### src/rtl/button_conditioner.sv
// Debounced pushbutton front end: synchronizer, debounce FSM and press strobe.
// Define BUTTON_NEGEDGE_EN to add the one-cycle release strobe button_negedge.
module button_conditioner #(
    parameter int DEBOUNCE_CYCLES = 1000000,
    parameter int CNT_WIDTH       = 20,
    parameter int SYNC_STAGES     = 2
) (
    input  logic clk,
    input  logic rst,
    input  logic button_raw,
    output logic button_state,
    output logic button_posedge
`ifdef BUTTON_NEGEDGE_EN
    ,
    output logic button_negedge
`endif
);

    typedef enum logic [1:0] {
        IDLE,
        PRESS_WAIT,
        PRESSED,
        RELEASE_WAIT
    } state_t;

    localparam logic [CNT_WIDTH-1:0] CNT_MAX = CNT_WIDTH'(DEBOUNCE_CYCLES - 1);

    logic [SYNC_STAGES-1:0] sync_q;
    logic [SYNC_STAGES-1:0] sync_d;
    logic                   sync_in;
    state_t                 state_q;
    state_t                 state_d;
    logic [CNT_WIDTH-1:0]   cnt_q;
    logic [CNT_WIDTH-1:0]   cnt_d;
    logic                   level_q;
    logic                   level_d;
    logic                   pos_q;
    logic                   pos_d;
`ifdef BUTTON_NEGEDGE_EN
    logic                   neg_q;
    logic                   neg_d;
`endif

    always_comb begin
        sync_d = {sync_q[SYNC_STAGES-2:0], button_raw};
    end

    assign sync_in = sync_q[SYNC_STAGES-1];

    always_comb begin
        state_d = state_q;
        cnt_d   = cnt_q;
        level_d = level_q;
        pos_d   = 1'b0;
`ifdef BUTTON_NEGEDGE_EN
        neg_d   = 1'b0;
`endif
        case (state_q)
            IDLE: begin
                if (sync_in) begin
                    state_d = PRESS_WAIT;
                    cnt_d   = '0;
                end
            end
            PRESS_WAIT: begin
                if (!sync_in) begin
                    state_d = IDLE;
                    cnt_d   = '0;
                end else if (cnt_q == CNT_MAX) begin
                    state_d = PRESSED;
                    cnt_d   = '0;
                    level_d = 1'b1;
                    pos_d   = 1'b1;
                end else begin
                    cnt_d = cnt_q + CNT_WIDTH'(1);
                end
            end
            PRESSED: begin
                if (!sync_in) begin
                    state_d = RELEASE_WAIT;
                    cnt_d   = '0;
                end
            end
            RELEASE_WAIT: begin
                // A high sample here is a release bounce: stay pressed, no strobe.
                if (sync_in) begin
                    state_d = PRESSED;
                    cnt_d   = '0;
                end else if (cnt_q == CNT_MAX) begin
                    state_d = IDLE;
                    cnt_d   = '0;
                    level_d = 1'b0;
`ifdef BUTTON_NEGEDGE_EN
                    neg_d   = 1'b1;
`endif
                end else begin
                    cnt_d = cnt_q + CNT_WIDTH'(1);
                end
            end
            default: begin
                state_d = IDLE;
                cnt_d   = '0;
                level_d = 1'b0;
            end
        endcase
    end

    always_ff @(posedge clk) begin
        if (rst) begin
            sync_q  <= '0;
            state_q <= IDLE;
            cnt_q   <= '0;
            level_q <= 1'b0;
            pos_q   <= 1'b0;
`ifdef BUTTON_NEGEDGE_EN
            neg_q   <= 1'b0;
`endif
        end else begin
            sync_q  <= sync_d;
            state_q <= state_d;
            cnt_q   <= cnt_d;
            level_q <= level_d;
            pos_q   <= pos_d;
`ifdef BUTTON_NEGEDGE_EN
            neg_q   <= neg_d;
`endif
        end
    end

    assign button_state   = level_q;
    assign button_posedge = pos_q;
`ifdef BUTTON_NEGEDGE_EN
    assign button_negedge = neg_q;
`endif

endmodule
### config.mk
export PLATFORM = sky130hd
export DESIGN_NAME = button_conditioner
export DESIGN_NICKNAME = d
export VERILOG_FILES = /design/src/rtl/button_conditioner.sv
export SDC_FILE = /design/constraint.sdc
export NUM_CORES = 1
export LEC_CHECK = 0
export ABC_AREA = 1
export BUFFER_PORTS_ARGS = -buffer_cell sky130_fd_sc_hd__buf_2
export CAP_MARGIN = 20
export CORE_MARGIN = 4
export CORE_UTILIZATION = 55
export DETAILED_ROUTE_END_ITERATION = 12
export GPL_ROUTABILITY_DRIVEN = 0
export PLACE_DENSITY = 0.82
export SETUP_SLACK_MARGIN = 0.4
export SYNTH_ARGS = -nofsm -noshare
export SYNTH_HDL_FRONTEND = slang
export SYNTH_SLANG_ARGS = --single-unit
### constraint.sdc
create_clock -name clk -period 3.7 [get_ports clk]
set_input_delay 0.555 -clock clk [delete_from_list [all_inputs] [get_ports clk]]
set_output_delay 0.555 -clock clk [all_outputs]
set_load 0.01 [all_outputs]
==> summary.md, run 1 <==
| Metric | Value |
|---|---|
| Status | completed |
| Simple-gate share of the synthesized area | between 40 and 50% |
| Syn nets | between 200 and 250 |
| GRT overflow | 0 |
| Mux contribution to synthesized area | 0% |
| Crit path time final | between 1.5 and 2 ns |
| # rows | 18 |
| Logic pwr share | about 3.8% |
| Post-CTS Resized | 0 |
| Cell Int Power | between 300 and 400 uW |
| Synth-to-layout area growth | 3.64% |
| Hold_buf cts | 0 |
| Setup repair after global routing missed its margin | false |
| Setup ws final | approximately 2.0 ns |
| Initial antenna violation count | 0 |
| Avg Synthesized Cell Area | between 6 and 7 um2 |
| Initial DRC Count | 86 |
| Crit. End Element | flip-flop |
| Switch share | 22.7% |
| Max Slew Vio Count | 0 |
| Vias in the first global route | around 1200 |
| Final core utilization | just over 60% |
| Worst Setup Start Kind | flip-flop |
| Worst-skew pair later-pin latency | 0.33 ns |
| Routed len/inst | between 10 and 15 um |
| Post-Route Setup TNS | 0 ns |
| Slowest cell on the critical path | dfxtp_1 |
| Port Buffers | 4 |
| DRC viols | 0 |
| CTS tree | built |
| Crit-path cells | ha_1 > nand3_2 > nor2_4 > nand2_2 > nor2_1 > inv_1 > o21bai_1 > nand2_1 > a21oi_1 |
| First-pass GRT wire length | ~5.3 mm |
| Root Driver | clkbuf_4 |
| Detailed Routing Iterations Pass 1 | 4 |
| Vias per cell | just over 5 |
| Skew final | 0.0166 ns |
| Fin. Hold Viols | 0 |
| CP Max Fanout | 6 |
| Synth Register Bits | 26 |
| Post-DP HPWL | around 2.3 mm |
| Clock power frac | ~29% |
| Adder and majority gate portion of the synthesized area | 0.808% |
| Total die area | around 3700 um2 |
| Vias | between 1000 and 1500 |
| # setup viols final | 0 |
| Layout cells sized above 1 | between 10% and 20% |
| YS warnings | 0 |
| Post-synthesis instance total | about 240 |
| Sequential Power Share | between 60% and 70% |
| Fin nets | between 200 and 250 |
| Crit path arrival time | a little under 2 ns |
| Slew Limit Headroom | a little over 50% |
| WP buf/inv | 1 |
| Reg2Reg Depth | 9 |
| CP top delay family | simple AND/OR/NAND/NOR gates |
| Compound-gate portion of the synthesized area | 13.2% |
| Sequential area share after synthesis | between 30% and 40% |
| Hold crit path type | flip-flop to flip-flop |
| CTS max path bufs | 2 |
| Max Cap Viol | 0 |
| Slowest stage delay, CP | around 0.4 ns |
| Fin crit share | 45.2% |
| Routed Antenna Nets | 0 |
| Most common cell after layout, fill and taps aside | nand2_1 |
| Pre-CTS WS | about 2.1 ns |
| Worst EP required | between 3 and 4 ns |
| N_diodes | 0 |
| H-tree depth | 1 |
| FF-to-FF setup slack | ~2 ns |
| Area of the core | about 2600 um2 |
| Xor and xnor fraction of the mapped netlist area | around 2.3% |
| Power density cells | ~260 nW/um2 |
| Hold EP | sync_q[1] |
| Die height | ~61 um |
| Initial Util | around three fifths |
| Largest family of logic cells by synthesized area | simple AND/OR/NAND/NOR gates |
| Die Width | slightly above 60 um |
| Pleak | between 0.6 and 0.7 nW |
| Worst Tran Pin Value | between 0.7 and 0.8 ns |
| Total GRT Usage | 18.8% |
| Boundary Pins | 5 |
| Crit path kind | flip-flop to flip-flop |
| Num CTS Buffers | 3 |
| Final Routed Wirelength | 3.05 mm |
| Clock sink count | 26 |
| Hold Path Stages | 2 |
| Fmax | 0.598 GHz |
| Worst-path clk slew | 0.12 ns |
| Largest net degree at the start of global routing | 20 |
| Sw Pwr | roughly 95 uW |
| Most frequent cells in the layout | nand2_1, inv_1, dfxtp_1 |
| Worst VDD drop | approximately 0.00032 V |
| Synth Cell Area | approximately 1500 um2 |
| Post-CTS Setup Bufs | 0 |
| Reg2reg start | cnt_q[0] |
| HP Start | sync_q[0] |
| Reg2reg end | cnt_q[16] |
| Unique masters post-synth | 24 |
## worst max path at each step
stage / start / to / cells past startpoint
after floorplan: cnt_q[0] / cnt_q[0] / 8
after global placement: cnt_q[0] / cnt_q[16] / 9
after detailed placement: cnt_q[0] / cnt_q[16] / 9
after CTS: cnt_q[0] / cnt_q[16] / 9
after global routing: cnt_q[0] / cnt_q[16] / 9
final: cnt_q[0] / cnt_q[16] / 9
## layout make-up
| cell class | count | area [um2] |
|---|---|---|
| tap | 30 | 37.5 |
| timing repair buffer | 4 | 20.0 |
| inverter | 35 | 131 |
| fill | 242 | 986 |
| sequential | 26 | 520 |
| multi-input combinational | 172 | 872 |
| clock buffer | 3 | 22.5 |
## flip-flops by register name (all words and copies together) (netlist names), named ones only
name            flops
sync_q              2
button_posedge      1
cnt_q              20
state_q             1
button_state        1
## stage by stage
stage / hold WS, ns / area (um2) / cells / total power [mW]
floorplan: 0.388 / 1550 / 237 / 0.300
detailed placement: 0.397 / 1580 / 267 / 0.304
global route: 0.422 / 1600 / 270 / 0.436
global placement: 0.392 / 1580 / 267 / 0.304
CTS: 0.415 / 1600 / 270 / 0.423
finish: 0.412 / 1600 / 270 / 0.418
## worst reg2reg max path: stages, from the launching register on
cell,delay (ns)
dfxtp_1,0.41
ha_1,0.24
nand3_2,0.13
nor2_4,0.18
nand2_2,0.10
nor2_1,0.19
inv_1,0.06
o21bai_1,0.12
nand2_1,0.06
a21oi_1,0.12
## per-layer routing
metal | global-route usage, % | wire length [um] | share of wire (%) | up-vias
li1 | - | - | - | 746
met1 | 28.0 | 1660 | 54 | 591
met2 | 26.9 | 1230 | 40 | 17
met3 | 4.19 | 124 | 4.1 | 5
met4 | 5.57 | 42 | 1.4 | 0
met5 | 0 | 0 | 0 | -
## cell usage after synthesis
| library cell | number | area [um2] |
|---|---|---|
| nand4_1 | 3 | 18.8 |
| nand2_1 | 74 | 278 |
| dfxtp_1 | 26 | 521 |
| xor2_1 | 3 | 26.3 |
| o21bai_1 | 1 | 7.51 |
| ha_1 | 1 | 12.5 |
| a21oi_1 | 14 | 70.1 |
| nor2_8 | 1 | 20.0 |
| nor2_2 | 3 | 18.8 |
| nor3_1 | 3 | 15.0 |
| nor2_4 | 4 | 45.0 |
| o21a_1 | 1 | 7.51 |
| clkbuf_1 | 2 | 7.51 |
| xnor2_1 | 1 | 8.76 |
| a21oi_2 | 5 | 43.8 |
| o21ai_0 | 15 | 75.1 |
| buf_6 | 1 | 11.3 |
| inv_1 | 33 | 124 |
| nand3_1 | 12 | 60.1 |
| nand3_2 | 7 | 70.1 |
| buf_2 | 1 | 5.00 |
| inv_2 | 2 | 7.51 |
| nand2_2 | 2 | 12.5 |
| nor2_1 | 22 | 82.6 |
## power by group through the flow
| stage | registers, mW | logic [mW] | clock network (mW) |
|---|---|---|---|
| global route | 0.283 | 0.0173 | 0.136 |
| global placement | 0.288 | 0.0157 | 0 |
| finish | 0.282 | 0.0157 | 0.120 |
| floorplan | 0.288 | 0.0116 | 0 |
| CTS | 0.282 | 0.0161 | 0.125 |
| detailed placement | 0.288 | 0.0160 | 0 |
## kinds of logic after synthesis
group / Yosys count
xor+xnor: 4
flops: 26
buf+inv: 39
compound gates: 36
fa+ha+maj: 1
simple gates: 131
Note: power is estimated with default switching activity, not from simulation.
==> run 2, diff against run 1 <==
- ABC_AREA: 1 -> 0
- CORE_UTILIZATION: 55 -> 53
- PLACE_DENSITY: 0.82 -> 0.83
- clock period: 3.7 -> 1.5 ns (I/O delays scaled with it)
==> run 2 against run 1 <==
Effect of this change: largest cell class unchanged; register-to-register slack got worse by 2.3 ns; power increased to 3.0 times the previous value; synthesized cell count decreased by 40%; critical endpoint is now cnt_q[14]; maximum frequency decreased by 8.2%; sequential power increased by 150%; the flow now finishes with violations (negative setup slack); sequential cell count unchanged; worst hold slack got worse by 0.32 ns; via count increased by 4.8%; sequential share of layout area decreased by 4.7 points; count of clock-buffer cells in the layout unchanged.
==> summary.md, run 2 <==
| Metric | Value |
|---|---|
| CTS max path bufs | 2 (unchanged) |
| Vias | 1424 (was 1359) |
| First-pass GRT wire length | 6.68 mm (was 5.31 mm) |
| Die Width | 56.8 um (was 61.0 um) |
| Port Buffers | 4 (unchanged) |
| Synth area leaders | dfxtp_1, a31oi_1, nand2_1, o21ai_0, xor2_1 (was dfxtp_1, nand2_1, inv_1, nor2_1, o21ai_0) |
| Area of the core | 2230 um2 (was 2590 um2) |
| Sequential Power Share | 55.4% (was 67.6%) |
| YS warnings | 0 (unchanged) |
| Logic pwr share | 5.0% (was 3.8%) |
| DRC viols | 0 (unchanged) |
| Largest net degree at the start of global routing | 16 (was 20) |
| Slowest cell on the critical path | or4_4 (was dfxtp_1) |
| Fin crit share | 122% (was 45.2%) |
| Placed Area | 1630 um2 (was 1580 um2) |
| Num CTS Buffers | 3 (unchanged) |
| Fin nets | 201 (was 246) |
| Sw Pwr | 273 uW (was 94.9 uW) |
| Synth Cell Area | 1260 um2 (was 1550 um2) |
| Setup ws final | -0.323 ns (was 2.03 ns) |
| Post-synthesis instance total | 143 (was 237) |
| Worst VDD drop | 0.000619 V (was 0.000324 V) |
| Fmax | 0.549 GHz (was 0.598 GHz) |
| Slowest stage delay, CP | 0.55 ns (was 0.41 ns) |
| Root Driver | clkbuf_4 (unchanged) |
| Most frequent cells in the layout | buf_4, dfxtp_1, nand2_1 (was nand2_1, inv_1, dfxtp_1) |
| Pleak | 0.741 nW (was 0.601 nW) |
| Initial DRC Count | 68 (was 86) |
| Crit path arrival time | 2.07 ns (was 1.93 ns) |
| Post-DP HPWL | 2.22 mm (was 2.26 mm) |
| Top Registers | cnt_q: 20 flops, sync_q: 2 flops (unchanged) |
| Failing checks | negative setup slack |
| N_diodes | 0 (unchanged) |
| CTS tree | built (unchanged) |
| Total GRT Usage | 26.8% (was 18.8%) |
| Fraction of registers with async set or reset after synthesis | 0% (unchanged) |
| Die height | 56.8 um (was 61.0 um) |
| Worst Tran Pin Value | 0.597 ns (was 0.736 ns) |
| Design area | 1900 um2 (was 1600 um2) |
| Synth top area share | 41.3% (was 33.6%) |
| Synth cell count leaders | dfxtp_1, nand2_1, o21ai_0 (was nand2_1, inv_1, dfxtp_1, nor2_1, o21ai_0) |
| Status | finished with violations (was completed) |
| Synth Flop Type | dfxtp_1 (unchanged) |
| Total chip power | 1.27 mW (was 418 uW) |
| Power density cells | 667 nW/um2 (was 260 nW/um2) |
| Hold_buf cts | 0 (unchanged) |
| Boundary Pins | 5 (unchanged) |
| Syn nets | 147 (was 241) |
| Initial antenna violation count | 0 (unchanged) |
| Worst-path clk slew | 0.15 ns (was 0.12 ns) |
| H-tree depth | 1 (unchanged) |
| Routed len/inst | 18.8 um (was 11.3 um) |
| GRT overflow | 0 (unchanged) |
| Clock power frac | 39.6% (was 28.7%) |
| Sequential area share after synthesis | 41.3% (was 33.6%) |
| Post-synth EDFFs | 0 (unchanged) |
| Avg Synthesized Cell Area | 8.82 um2 (was 6.53 um2) |
| Unique masters post-synth | 32 (was 24) |
| Fin. Hold Viols | 0 (unchanged) |
| Skew final | 0.00291 ns (was 0.0166 ns) |
| Max Slew Vio Count | 0 (unchanged) |
| Dominant cell type by area after synthesis | dfxtp_1 (unchanged) |
| # rows | 17 (was 18) |
| Crit path kind | flip-flop to flip-flop (unchanged) |
| Layout cells sized above 1 | 48.0% (was 12.9%) |
| Pre-CTS WS | -0.339 ns (was 2.05 ns) |
| Worst-skew pair later-pin latency | 0.34 ns (was 0.33 ns) |
| Vias per cell | 6.36 (was 5.03) |
| CP Max Fanout | 9 (was 6) |
| Max reg flops | 20 (unchanged) |
| Clock sink count | 26 (unchanged) |
| Setup repair after global routing missed its margin | true (was false) |
| Post-Route Setup TNS | -5.55 ns (was 0 ns) |
| Synth-to-layout area growth | 50.5% (was 3.64%) |
| Crit-path cells | or4_4 > nor4_4 > buf_6 > a211oi_4 > a21o_1 > a21o_1 (was ha_1 > nand3_2 > nor2_4 > nand2_2 > nor2_1 > inv_1 > o21bai_1 > nand2_1 > a21oi_1) |
| Hold slack | 0.0914 ns (was 0.412 ns) |
| Switch share | 21.5% (was 22.7%) |
| Top-count cell post-synth | dfxtp_1 (was nand2_1) |
| # setup viols final | 24 (was 0) |
| Most frequent CP cell | a21o_1 |
| Final Routed Wirelength | 4.20 mm (was 3.05 mm) |
| Worst Setup Start Kind | flip-flop (unchanged) |
| Hold crit path type | input port to flip-flop (was flip-flop to flip-flop) |
| Routed Antenna Nets | 0 (unchanged) |
| Worst EP required | 1.75 ns (was 3.96 ns) |
| Max Cap Viol | 0 (unchanged) |
| Vias in the first global route | 1447 (was 1153) |
| Most common cell after layout, fill and taps aside | buf_4 (was nand2_1) |
| Crit path time final | 1.82 ns (was 1.67 ns) |
| Initial Util | 56.5% (was 59.8%) |
| Slew Limit Headroom | 60.1% (was 50.9%) |
| Cell Int Power | 993 uW (was 323 uW) |
| Synth Register Bits | 26 (unchanged) |
| Crit. End Element | flip-flop (unchanged) |
| Most flops, register | cnt_q (unchanged) |
| Total die area | 3220 um2 (was 3730 um2) |
| Detailed Routing Iterations Pass 1 | 5 (was 4) |
## run 2: cell count changes in the layout (fill, tap and decap cells not counted), sizes merged, moves of 4 or more
cell,previous run,this run
inv,35,2
a21oi,19,10
and3,0,4
o21ai,15,11
nand2,76,15
nor2,30,7
or2b,0,4
buf,4,51
a31oi,0,10
a21o,0,5
nand3,19,10
## run 2: final timing paths
path / startpoint / to / slack, ns / depth (start not counted)
worst min register to register: sync_q[0] / sync_q[1] / 0.47 / 1
worst min-delay path: button_raw / sync_q[0] / 0.09 / 2
worst max register to register: cnt_q[8] / cnt_q[14] / -0.32 / 6
worst max-delay path: cnt_q[8] / cnt_q[14] / -0.32 / 6
## run 2: stage by stage
step,utilization [%],cells
6_report,85.0,224
5_1_grt,85.0,224
3_3_place_gp,73.2,214
3_5_place_dp,73.2,214
2_1_floorplan,-,143
4_1_cts,81.4,222
## run 2: worst max-delay path, delay by kind of cell (launching register included)
family                 cells  cell delay [ns]
AOI/OAI and AO/OA          3             0.49
buffers and inverters      1             0.17
DFF                        1             0.36
and+or+nand+nor            2             0.71
## run 2: logic make-up (layout without fill, tap and decap cells)
logic type               Yosys count  after routing  share of synthesized area [%]
AO/OA/AOI/OAI                     39             40                           19.2
XOR/XNOR                           8              8                           5.56
adder cells (fa/ha/maj)            1              1                          0.992
buffers and inverters              5             57                           2.08
flip-flops                        26             26                           41.3
multiplexers                       1              1                          0.794
AND/OR/NAND/NOR                   63             63                           30.1
## run 2: timing repair
action / CTS / global route
resized for setup: 19 / 17
endpoints found under the setup margin: 24 / 25
pin swaps: 6 / 10
buffers inserted: 3 / 2
cloned: 1 / 0
## run 2: cell type report
type	count	area (um2)
fill	114	335
multi-input combinational	113	881
clock inverter	1	30.0
inverter	2	7.51
tap	28	35.0
clock buffer	3	22.5
sequential	26	527
timing repair buffer	51	395
## run 2: routing by layer
| layer | vias up | wire length, um | global-route usage (%) |
|---|---|---|---|
| li1 | 628 | - | - |
| met1 | 681 | 1540 | 29.1 |
| met2 | 75 | 2060 | 45.9 |
| met3 | 40 | 286 | 5.29 |
| met4 | 0 | 318 | 18.9 |
| met5 | - | 0 | 0 |
## run 2: power groups by stage
stage	Sequential, mW	Clock, mW	Combinational [mW]
global placement	0.714	0	0.0519
CTS	0.701	0.493	0.0577
finish	0.701	0.501	0.0631
floorplan	0.717	0	0.0282
detailed placement	0.715	0	0.0534
global route	0.702	0.535	0.0691
==> run 3, diff against run 2 <==
- CORE_MARGIN: 4 -> 5
==> run 3 against run 2 <==
Effect of this change: the flow still finishes with violations (negative setup slack); die area increased by 7.2%; sequential share of layout area decreased by 1.6 points; count of clock-buffer cells in the layout unchanged; critical path depth unchanged; sequential power about the same; first-iteration DRC count increased to 2.8 times the previous value; maximum frequency decreased by 3.9%; global-route usage decreased by 0.52 points; final cell count increased by 4.9%; power increased by 0.17%; largest power group unchanged.
==> summary.md, run 3 (synthesis results as in run 2) <==
| Metric | Value |
|---|---|
| Area of the core | 2230 um2 (unchanged) |
| Max Cap Viol | 0 (unchanged) |
| Total die area | 3460 um2 (was 3220 um2) |
| CTS tree | built (unchanged) |
| Hold_buf cts | 0 (unchanged) |
| Setup repair after global routing missed its margin | true (unchanged) |
| Fmax | 0.527 GHz (was 0.549 GHz) |
| Slowest stage delay, CP | 0.49 ns (was 0.55 ns) |
| Post-Route Setup TNS | -7.57 ns (was -5.55 ns) |
| Fin nets | 212 (was 201) |
| Reg2reg start | cnt_q[2] (was cnt_q[8]) |
| Top Registers | cnt_q: 20 flops, sync_q: 2 flops (unchanged) |
| Final core utilization | 91.9% (was 85.0%) |
| Total GRT Usage | 26.3% (was 26.8%) |
| CP Max Fanout | 6 (was 9) |
| Worst Tran Pin Value | 0.465 ns (was 0.597 ns) |
| Vias in the first global route | 1433 (was 1447) |
| Port Buffers | 4 (unchanged) |
| # setup viols final | 24 (unchanged) |
| Vias | 1680 (was 1424) |
| Post-DP HPWL | 2.36 mm (was 2.22 mm) |
| Crit. End Element | flip-flop (unchanged) |
| Slew Limit Headroom | 68.9% (was 60.1%) |
| Design area | 2050 um2 (was 1900 um2) |
| Crit path kind | flip-flop to flip-flop (unchanged) |
| Most flops, register | cnt_q (unchanged) |
| Placed Area | 1620 um2 (was 1630 um2) |
| Max Slew Vio Count | 0 (unchanged) |
| Layout cells sized above 1 | 51.7% (was 48.0%) |
| Routed Antenna Nets | 0 (unchanged) |
| Detailed Routing Iterations Pass 1 | 9 (was 5) |
| Most common cell after layout, fill and taps aside | buf_4 (unchanged) |
| Root Driver | clkbuf_4 (unchanged) |
| Worst-skew pair later-pin latency | 0.34 ns (about the same) |
| Crit path arrival time | 2.15 ns (was 2.07 ns) |
| Die Width | 58.8 um (was 56.8 um) |
| Setup ws final | -0.397 ns (was -0.323 ns) |
| Vias per cell | 7.15 (was 6.36) |
| Logic pwr share | 6.2% (was 5.0%) |
| Failing checks | negative setup slack (unchanged) |
| # rows | 17 (unchanged) |
| Power density cells | 618 nW/um2 (was 667 nW/um2) |
| First-pass GRT wire length | 6.75 mm (was 6.68 mm) |
| Clock sink count | 26 (unchanged) |
| Critical Path Start | cnt_q[2] (was cnt_q[8]) |
| Routed len/inst | 26.7 um (was 18.8 um) |
| DRC viols | 0 (unchanged) |
| Num CTS Buffers | 3 (unchanged) |
| Placed cell count | 212 (was 214) |
| Reg2reg end | cnt_q[17] (was cnt_q[14]) |
| Most frequent CP cell | a21o_1 (unchanged) |
| Final Routed Wirelength | 6.28 mm (was 4.20 mm) |
| Pleak | 0.812 nW (was 0.741 nW) |
| Worst EP required | 1.76 ns (was 1.75 ns) |
| Sw Pwr | 277 uW (was 273 uW) |
| Initial DRC Count | 187 (was 68) |
| Fill cell count | 82 (was 114) |
| Register area | 537 um2 (was 527 um2) |
| Crit path time final | 1.90 ns (was 1.82 ns) |
| Synth-to-layout area growth | 62.7% (was 50.5%) |
| N_diodes | 0 (unchanged) |
| Most frequent cells in the layout | buf_4, dfxtp_1, nand2_1 (unchanged) |
| Fin crit share | 126% (was 122%) |
| Cell Int Power | 990 uW (was 993 uW) |
| H-tree depth | 1 (unchanged) |
| Initial Util | 56.5% (unchanged) |
| Boundary Pins | 5 (unchanged) |
| Multi-input logic area | 938 um2 (was 881 um2) |
| Worst Setup Start Kind | flip-flop (unchanged) |
| Hold crit path type | input port to flip-flop (unchanged) |
| Max reg flops | 20 (unchanged) |
| Largest net degree at the start of global routing | 16 (unchanged) |
| Worst Setup EP | cnt_q[17] (was cnt_q[14]) |
| FF-to-FF setup slack | -0.40 ns (was -0.32 ns) |
| Die height | 58.8 um (was 56.8 um) |
| GRT overflow | 0 (unchanged) |
| Initial antenna violation count | 0 (unchanged) |
| Reg2Reg Depth | 6 (unchanged) |
| Status | finished with violations (unchanged) |
| Fin. Hold Viols | 0 (unchanged) |
| Sequential Power Share | 55.1% (was 55.4%) |
| Slowest cell on the critical path | dfxtp_1 (was or4_4) |
| Skew final | 0.0125 ns (was 0.00291 ns) |
| Worst VDD drop | 0.000597 V (was 0.000619 V) |
| CTS max path bufs | 2 (unchanged) |
| Clock power frac | 38.7% (was 39.6%) |
| Total chip power | 1.27 mW (about the same) |
| Final std cells w/o fill | 235 (was 224) |
| Switch share | 21.8% (was 21.5%) |
| Crit-path cells | nand4_1 > nor4_2 > buf_4 > nand3_1 > a21o_1 > a21o_1 (was or4_4 > nor4_4 > buf_6 > a211oi_4 > a21o_1 > a21o_1) |
| Worst-path clk slew | 0.15 ns (about the same) |
-- run 3: cell types whose count changed in the layout (fill, tap and decap cells not counted), moves of 2 or more --
| cell | change |
|---|---|
| buf_4 | +4 |
| a21oi_4 | +2 |
| nand2_1 | -2 |
| a21oi_2 | -2 |
| buf_6 | +5 |
| dfxtp_1 | -2 |
| xor2_2 | -2 |
| o21ai_1 | +2 |
| dfxtp_4 | +3 |
-- run 3: area by class of cell --
| type | instances | area share (%) |
|---|---|---|
| repair buffers | 60 | 23.5 |
| well taps | 28 | 1.71 |
| clock buffers | 3 | 1.10 |
| inverters | 2 | 0.366 |
| flip-flops and latches | 26 | 26.2 |
| multi-input cells | 115 | 45.7 |
| clock inverters | 1 | 1.46 |
-- run 3: power groups by stage --
stage	Sequential (mW)	Clock, mW	Combinational, mW
2_1_floorplan	0.717	0	0.0282
3_3_place_gp	0.714	0	0.0516
3_5_place_dp	0.715	0	0.0544
4_1_cts	0.700	0.504	0.0584
5_1_grt	0.699	0.517	0.0811
6_report	0.698	0.491	0.0787
-- run 3: how the worst min path moves through the flow --
stage | cells after the start | slack [ns] | start | to
6_report | 2 | 0.14 | button_raw | sync_q[0]
5_1_grt | 2 | 0.15 | button_raw | sync_q[0]
4_1_cts | 2 | 0.08 | button_raw | sync_q[0]
3_5_place_dp | 2 | 0.44 | button_raw | sync_q[0]
3_3_place_gp | 1 | 0.43 | sync_q[0] | sync_q[1]
2_1_floorplan | 1 | 0.35 | button_raw | sync_q[0]
-- run 3: metrics by stage --
stage               hold WS [ns]  worst slack (ns)
floorplan                  0.353            -0.256
global placement           0.430            -0.284
detailed placement         0.443            -0.356
CTS                       0.0791            -0.311
global route               0.150            -0.447
finish                     0.145            -0.397
-- run 3: repair_timing --
item                       in CTS  in global routing
gates cloned                    1                  2
setup endpoints to repair      24                 25
pin swaps                       2                 12
hold endpoints to repair        0                  0
gates resized for setup        20                 32
buffers inserted                3                 13
-- run 3: critical path, delay by kind of cell (launching register included) --
family / cells / cell delay [ns]
AOI/OAI and AO/OA: 2 / 0.42
DFF: 1 / 0.49
and+or+nand+nor: 3 / 0.71
buffers and inverters: 1 / 0.19
-- run 3: layer usage --
layer / track usage (%) / vias up / wire [um]
met5: 0 / - / 0
met4: 15.9 / 0 / 575
met3: 6.14 / 71 / 724
met2: 47.6 / 176 / 2810
met1: 26.9 / 772 / 2170
li1: - / 661 / -
